--- src/rtl/rvvi_retire_scheduler.sv ---
// Per-hart retire FIFOs merged round-robin into one registered output event stream.
// Optional order-gap checker enabled by defining RVVI_ORDER_CHECK_EN.
module rvvi_retire_scheduler #(
  parameter int unsigned NHART  = 1,
  parameter int unsigned RETIRE = 1,
  parameter int unsigned PW     = 96,
  parameter int unsigned DEPTH  = 8
) (
  input  logic                         clk,
  input  logic                         reset,
  input  logic [NHART*RETIRE-1:0]      in_valid,
  input  logic [NHART*RETIRE*64-1:0]   in_order,
  input  logic [NHART*RETIRE*PW-1:0]   in_data,
  output logic                         out_valid,
  input  logic                         out_ready,
  output logic [$clog2(NHART):0]       out_hart,
  output logic [63:0]                  out_order,
  output logic [PW-1:0]                out_data,
  output logic [NHART-1:0]             overflow,
  output logic [NHART-1:0]             order_err
);

  localparam int unsigned AW   = $clog2(DEPTH);
  localparam int unsigned PTRW = AW + 1;
  localparam int unsigned HW   = $clog2(NHART) + 1;
  localparam int unsigned EW   = 64 + PW;

  logic [EW-1:0]   mem_q    [NHART][DEPTH];
  logic [PTRW-1:0] wr_ptr_q [NHART];
  logic [PTRW-1:0] wr_ptr_d [NHART];
  logic [PTRW-1:0] rd_ptr_q [NHART];
  logic [PTRW-1:0] rd_ptr_d [NHART];
  logic [PTRW-1:0] used     [NHART];
  logic [PTRW-1:0] nvalid   [NHART];
  logic [PTRW-1:0] slot_pos [NHART][RETIRE];
  logic [NHART-1:0] accept, empty, pop;
  logic [NHART-1:0] overflow_q, overflow_d;

  logic            out_valid_q;
  logic [HW-1:0]   out_hart_q;
  logic [63:0]     out_order_q;
  logic [PW-1:0]   out_data_q;
  logic [HW-1:0]   rr_q;

  logic            load_en;
  logic            gnt_valid;
  int unsigned     gnt_h;
  logic [EW-1:0]   head;

  // Free space is judged on pre-pop occupancy; valid slots are packed densely in slot order.
  always_comb begin
    for (int unsigned h = 0; h < NHART; h++) begin
      used[h]   = wr_ptr_q[h] - rd_ptr_q[h];
      empty[h]  = (used[h] == '0);
      nvalid[h] = '0;
      for (int unsigned s = 0; s < RETIRE; s++) begin
        slot_pos[h][s] = wr_ptr_q[h] + nvalid[h];
        if (in_valid[h*RETIRE+s]) nvalid[h] = nvalid[h] + PTRW'(1);
      end
      accept[h]     = (nvalid[h] <= (PTRW'(DEPTH) - used[h]));
      wr_ptr_d[h]   = accept[h] ? (wr_ptr_q[h] + nvalid[h]) : wr_ptr_q[h];
      overflow_d[h] = overflow_q[h] | ~accept[h];
    end
  end

  // Two passes give "first non-empty at or after rr" with wrap-around.
  always_comb begin
    load_en   = !out_valid_q || out_ready;
    gnt_valid = 1'b0;
    gnt_h     = 0;
    for (int unsigned h = 0; h < NHART; h++) begin
      if (!gnt_valid && (h >= 32'(rr_q)) && !empty[h]) begin
        gnt_valid = 1'b1;
        gnt_h     = h;
      end
    end
    for (int unsigned h = 0; h < NHART; h++) begin
      if (!gnt_valid && !empty[h]) begin
        gnt_valid = 1'b1;
        gnt_h     = h;
      end
    end
  end

  always_comb begin
    head = '0;
    for (int unsigned h = 0; h < NHART; h++) begin
      pop[h]      = load_en && gnt_valid && (gnt_h == h);
      rd_ptr_d[h] = rd_ptr_q[h] + {{(PTRW-1){1'b0}}, pop[h]};
      if (gnt_valid && (gnt_h == h)) head = mem_q[h][rd_ptr_q[h][AW-1:0]];
    end
  end

  always_ff @(posedge clk) begin
    if (reset) begin
      for (int unsigned h = 0; h < NHART; h++) begin
        wr_ptr_q[h] <= '0;
        rd_ptr_q[h] <= '0;
      end
      overflow_q <= '0;
    end else begin
      for (int unsigned h = 0; h < NHART; h++) begin
        wr_ptr_q[h] <= wr_ptr_d[h];
        rd_ptr_q[h] <= rd_ptr_d[h];
      end
      overflow_q <= overflow_d;
    end
  end

  always_ff @(posedge clk) begin
    if (!reset) begin
      for (int unsigned h = 0; h < NHART; h++) begin
        for (int unsigned s = 0; s < RETIRE; s++) begin
          if (accept[h] && in_valid[h*RETIRE+s])
            mem_q[h][slot_pos[h][s][AW-1:0]] <= {in_order[(h*RETIRE+s)*64 +: 64],
                                                 in_data[(h*RETIRE+s)*PW +: PW]};
        end
      end
    end
  end

  always_ff @(posedge clk) begin
    if (reset) begin
      out_valid_q <= 1'b0;
      out_hart_q  <= '0;
      out_order_q <= '0;
      out_data_q  <= '0;
      rr_q        <= '0;
    end else if (load_en) begin
      out_valid_q <= gnt_valid;
      if (gnt_valid) begin
        out_hart_q                <= HW'(gnt_h);
        {out_order_q, out_data_q} <= head;
        rr_q                      <= (gnt_h == NHART - 1) ? '0 : HW'(gnt_h + 1);
      end
    end
  end

  assign out_valid = out_valid_q;
  assign out_hart  = out_hart_q;
  assign out_order = out_order_q;
  assign out_data  = out_data_q;
  assign overflow  = overflow_q;

`ifdef RVVI_ORDER_CHECK_EN
  logic [63:0]      exp_q [NHART];
  logic [NHART-1:0] seen_q, err_q;

  always_ff @(posedge clk) begin
    if (reset) begin
      for (int unsigned h = 0; h < NHART; h++) exp_q[h] <= '0;
      seen_q <= '0;
      err_q  <= '0;
    end else if (out_valid_q && out_ready) begin
      for (int unsigned h = 0; h < NHART; h++) begin
        if (32'(out_hart_q) == h) begin
          if (seen_q[h] && (out_order_q != exp_q[h] + 64'd1)) err_q[h] <= 1'b1;
          exp_q[h]  <= out_order_q;
          seen_q[h] <= 1'b1;
        end
      end
    end
  end

  assign order_err = err_q;
`else
  assign order_err = '0;
`endif

endmodule

--- config.mk ---
export PLATFORM = sky130hd
export DESIGN_NAME = rvvi_retire_scheduler
export DESIGN_NICKNAME = d
export VERILOG_FILES = /design/src/rtl/rvvi_retire_scheduler.sv
export SDC_FILE = /design/constraint.sdc
export NUM_CORES = 1
export LEC_CHECK = 0
export CORE_MARGIN = 2
export CORE_UTILIZATION = 54
export DETAILED_ROUTE_END_ITERATION = 7
export GPL_ROUTABILITY_DRIVEN = 0
export GPL_TIMING_DRIVEN = 0
export PLACE_DENSITY_LB_ADDON = 0.1
export SLEW_MARGIN = 10
export SYNTH_ARGS = -nofsm -noshare
export SYNTH_HDL_FRONTEND = slang
export SYNTH_SLANG_ARGS = --single-unit
--- constraint.sdc ---
create_clock -name clk -period 58.8 [get_ports clk]
set_input_delay 8.82 -clock clk [delete_from_list [all_inputs] [get_ports clk]]
set_output_delay 8.82 -clock clk [all_outputs]
set_load 0.01 [all_outputs]
* Yosys cells after proc, flatten, opt, wreduce, memory -nomap -nowiden
Memories as Yosys holds them, arrays and structs flattened.
Index checks and enable logic that the tools add are counted.
Widths: inputs -> output; s select.
** Operators by class
- $add $sub $neg :: 4
- Multiply operators :: 0
- Divide/modulo/power cells :: 0
- Magnitude comparators :: 4
- Eq/ne operators :: 0
- Shifts and indexed selects :: 0
- Mux-type cells :: 18
- Bitwise operators :: 4
- Reduce and logical (&&, ||, !) cells :: 9
** Operator list (count)
- $mux 1280 :: 1
- $bmux 160 s3 :: 1
- $demux 160 s3 :: 1
- $mux 160 :: 3
- $mux 4 :: 3
- $mux 1 :: 9
- $ge 4x4->1 const B :: 2
- $not 3->4 :: 2
- $reduce_or 4->1 :: 2
- $add 4x1->4 :: 1
- $add 4x4->4 :: 1
- $le 4x4->1 :: 1
- $logic_not 4->1 :: 1
- $lt 4x1->1 const B :: 1
- $sub 4x4->4 :: 1
- $sub 4x4->4 const A :: 1
- $logic_and 1x1->1 :: 3
- $reduce_and 2->1 :: 1
- $logic_not 1->1 :: 1
- $logic_or 1x1->1 :: 1
- $not 1->1 :: 1
- $or 1x1->1 :: 1
** Storage, ports and cells
- Bits in registers :: 162
- Bits in latches :: 0
- Memory bits (writable) :: 1288
- ROM bits :: 0
- Bits of input ports :: 164
- Output and inout port bits :: 164
- Word-level logic and storage cells :: 46
- Memories :: 3
** Memories
- mem_q :: words 1, width 1280, rd ports 1, clocked after memory_dff 0, wr ports 1, line 28 : logic [EW-1:0] mem_q [NHART][DEPTH];
- rd_ptr_q :: words 1, width 4, rd ports 1, clocked after memory_dff 0, wr ports 1, line 31 : logic [PTRW-1:0] rd_ptr_q [NHART];
- wr_ptr_q :: words 1, width 4, rd ports 1, clocked after memory_dff 0, wr ports 1, line 29 : logic [PTRW-1:0] wr_ptr_q [NHART];

* Depth between registers and ports, before layout
An unclocked memory read counts as a cell.
- Depth in word-level cells :: 8
- Mapped depth :: 16

* Least setup slack after synthesis
No wires, ideal clock.
- Path kind :: input -> register
- From :: input in_valid
- To :: memory mem_q[0][480] in the netlist's numbering, enable pin
- Setup time :: 1071 ps
- Arrival :: 24404 ps
- Data required time :: 57729 ps
- Setup slack :: 33325 ps
- Cell stages on the path :: 5
- Buffers on the path :: 0
- Cell sequence :: inv_1 ha_1 or4_1 nor2_1 nor4_1
** On the way
- Cells in the longest elaborated chain, start to end :: 6
** Ends and longest elaborated chain
- start: declaration :: line 11 : input logic [NHART*RETIRE-1:0] in_valid,
- $mux 1 :: line 58 : if (in_valid[h*RETIRE+s]) nvalid[h] = nvalid[h] + PTRW'(1);
- $le 4x4->1 :: line 60 : accept[h] = (nvalid[h] <= (PTRW'(DEPTH) - used[h]));
- $logic_and 1x1->1 (*) :: line 114 : if (accept[h] && in_valid[h*RETIRE+s])
- $mux 1 (*) :: line 114
- $mux 1 (*) :: line 111 : if (!reset) begin
- $mux 1280 (not written as such) (*) :: line 115 : mem_q[h][slot_pos[h][s][AW-1:0]] <= {in_order[(h*RETIRE+s)*64 +: 64],
- end: declaration :: line 28
Every way passes the cells marked *; elsewhere a longest branch is shown, timed or not.

* Worst setup path after layout
- From :: input in_valid
- To :: memory mem_q[0][515] in the netlist's numbering, enable pin
Same word-level chain as after synthesis.

==> results.sh <==
export IMPL_status="complete, no violations"
export IMPL_synthArstFlopShare=0
export IMPL_yosysTopAreaCell="edfxtp_1"
export IMPL_rsz0062_at_grt="no"
export IMPL_slew_headroom=0.152
export IMPL_worstPathMaxFanout=8
export IMPL_grt_pass1_vias=28500
export IMPL_via_per_inst=5.98
export IMPL_ir_drop_mv=0.0298
export IMPL_cts_resized=0
export IMPL_cp_start_kind="input port"
export IMPL_drtIter0Drc=2655
export IMPL_crit_slowest_cell="nor4_2"
export IMPL_clockBufferDepth=3
export IMPL_io_pin_count=328
export IMPL_p_leak_nw=21.2
export IMPL_wire_per_inst_um=28.4
export IMPL_clock_latency_ns=0.75
export IMPL_fin_crit_ns=11.75
export IMPL_drc=0
export IMPL_clkSlewWorstSetupHoldPaths_ns=0.06
export IMPL_synth_xor_area_share=0.00179
export IMPL_combPwrFrac=0.304
export IMPL_p_clk_frac=0.291
export IMPL_arrival_ns=12.19
export IMPL_place_hpwl_mm=88.7
export IMPL_synth_ff_type="edfxtp_1"
export IMPL_fin_util=0.661
export IMPL_initial_core_util=0.544
export IMPL_num_vias=27500
export IMPL_synthSimpleGateAreaFrac=0.00356
export IMPL_grt_pass1_wl_mm=191
export IMPL_synth_common_cells="1280 x edfxtp_1, 320 x mux4_2, 170 x dfxtp_1"
export IMPL_maxSlewViolCount=0
export IMPL_slowest_delay_ns=0.80
export IMPL_max_freq_mhz=85.1
export IMPL_seq_power_share=0.406
export IMPL_synth_seq_cells=1450
export IMPL_synth_edf_count=1280
export IMPL_fp_dieW_um=322
export IMPL_internal_power_mw=2.19
export IMPL_portBuffers=324
export IMPL_routed_wl_mm=131
export IMPL_timing_final_ws_setup_ns=47.05
export IMPL_fin_crit_sh=0.200
export IMPL_cts_buffers_inserted=147
export IMPL_die_area_um2=103000
export IMPL_total_power_mw=3.15
export IMPL_crit_buf_inv=8
export IMPL_final_hold_viol_count=0
export IMPL_fill_cells=6577
export IMPL_synth_cell_type_count=39
export IMPL_required_ns=59.23
export IMPL_row_count=116
export IMPL_clock_sinks=1450
export IMPL_yosysSeqAreaShare=0.769
export IMPL_die_h_um=322
export IMPL_netlist_area_um2=54400
export IMPL_synth_top_family_by_area="multiplexers"
export IMPL_drv_cap=0
export IMPL_path_cells="clkdlybuf4s50_1 > inv_1 > ha_1 > or4_1 > nor2_1 > nor4_2 > buf_6 > buf_4 > buf_2 > buf_4 > buf_4 > buf_2"
export IMPL_setup_viol=0
export IMPL_dpl_worst_slack_ns=46.30
export IMPL_path_class="in -> reg"
export IMPL_grt_ovfl_total=0
export IMPL_h_tree_depth=4
export IMPL_syn_area_per_cell_um2=21.9
export IMPL_switching_share=0.303
export IMPL_coreArea_um2=100000
export IMPL_first_pass_iters=5
export IMPL_synth_cells=2490
export IMPL_fin_setup_tns_ns=0
export IMPL_worstMarginPinSlew_ns=1.27
export IMPL_antenna_found_initial=24
export IMPL_synthAdderAreaFrac=0.00244
export IMPL_netSwitchingPower_mw=0.953
export IMPL_fin_nets=3351
export IMPL_critPathCaptureType="register"
export IMPL_ys_warn_count=0
export IMPL_synthMuxAreaShare=0.162
export IMPL_synth_area_leaders="edfxtp_1 71%, mux4_2 13%, dfxtp_1 6.3%"
export IMPL_synthToLayoutAreaGrowth_pct=21.4
export IMPL_power_density_nw_per_um2=47.6
export IMPL_path_common_cell="buf_4"
export IMPL_finClkSkew_ns=0.0227
export IMPL_ant_nets=0
export IMPL_cts_root_buf="clkbuf_16"
export IMPL_cts_setup_buffers=0
export IMPL_synth_most_common_cell="edfxtp_1"
export IMPL_cts_tree="yes"
export IMPL_synth_top_area_share=0.706
export IMPL_grt_max_degree=21
export IMPL_grt_usage=0.256
export IMPL_hold_buffers=0
export IMPL_hold_path_class="reg -> reg"
export IMPL_drive_gt1_frac=0.280
export IMPL_synth_compound_area_frac=0.0467
export IMPL_crit_family="buffers and inverters"
-- area by class of cell --
class | count | area, um2 | area share
diodes | 6 | 15.0 | 0.000227
plain buffers | 165 | 779 | 0.0118
clock buffers | 216 | 4210 | 0.0637
clock inverters | 58 | 553 | 0.00837
inverters | 7 | 26.3 | 0.000398
multi-input cells | 869 | 11900 | 0.179
flip-flops and latches | 1450 | 41800 | 0.633
well taps | 1298 | 1620 | 0.0246
repair buffers | 537 | 5180 | 0.0784
-- per-stage QoR --
step / instances / hold WS (ns) / instance area, um2
floorplan: 2491 / 0.511 / 54400
global placement: 4113 / 0.518 / 59300
detailed placement: 4326 / 0.521 / 61300
CTS: 4600 / 0.529 / 66100
global route: 4604 / 0.555 / 66100
finish: 4606 / 0.527 / 66100
-- kinds of logic after synthesis --
kind of cell,after synthesis
DFF,1450
muxes,482
AOI/OAI and AO/OA,333
buffers and inverters,172
and+or+nand+nor,35
adders and majority gates,10
xor gates and xnor gates,7
other,1
-- worst reg2reg max path, cell delays in order (launching register included) --
cell and delay (ns):
dfxtp_1 0.34, buf_2 0.33, buf_2 0.55, buf_1 0.73, inv_1 0.20, fa_1 0.43, xnor2_1 0.33, and3_1 0.25
xnor3_1 0.26, nor2_1 0.17, nor4_2 0.80, buf_6 0.26, buf_4 0.20, buf_2 0.24, buf_4 0.21, buf_4 0.19
buf_2 0.21
-- cell usage in the layout, fill, tap and decap left out, types with 55 or more instances in the layout --
master,Yosys,routed
edfxtp_1,1280,1280
clkdlybuf4s50_1,0,324
mux4_2,320,320
dfxtp_1,170,170
a21oi_1,164,164
mux2i_1,160,160
clkbuf_16,0,151
buf_4,2,141
clkbuf_1,89,133
a211oi_2,90,90
buf_2,60,74
a211oi_1,70,70
buf_6,10,55
-- final timing paths --
check                  from            end  slack, ns  cells past startpoint
max                in_valid  mem_q[0][515]      47.05                     12
min           out_order[40]  out_order[40]       0.53                      2
max reg2reg  rd_ptr_q[0][1]  mem_q[0][515]      52.78                     16
min reg2reg   out_order[40]  out_order[40]       0.53                      2
-- power groups by stage --
stage,sequential (mW),combinational (mW),clock (mW)
2_1_floorplan,1.34,0.588,0
5_1_grt,1.28,1.03,0.968
6_report,1.28,0.956,0.915
3_3_place_gp,1.37,0.926,0
3_5_place_dp,1.30,0.967,0
4_1_cts,1.28,0.970,0.928
-- state kept, by name, indices dropped and copies added, names as in the netlist --
signal,flops
out_data,96
out_valid,1
rd_ptr_q,4
overflow,1
wr_ptr_q,4
mem_q,1280
out_order,64
-- metal layers --
metal	global-route usage	part of all wire
met1	0.334	0.39
met2	0.433	0.51
met3	0.0622	0.071
met4	0.0715	0.022
met5	0	0.0017
Note: power is estimated with default switching activity, not from simulation.
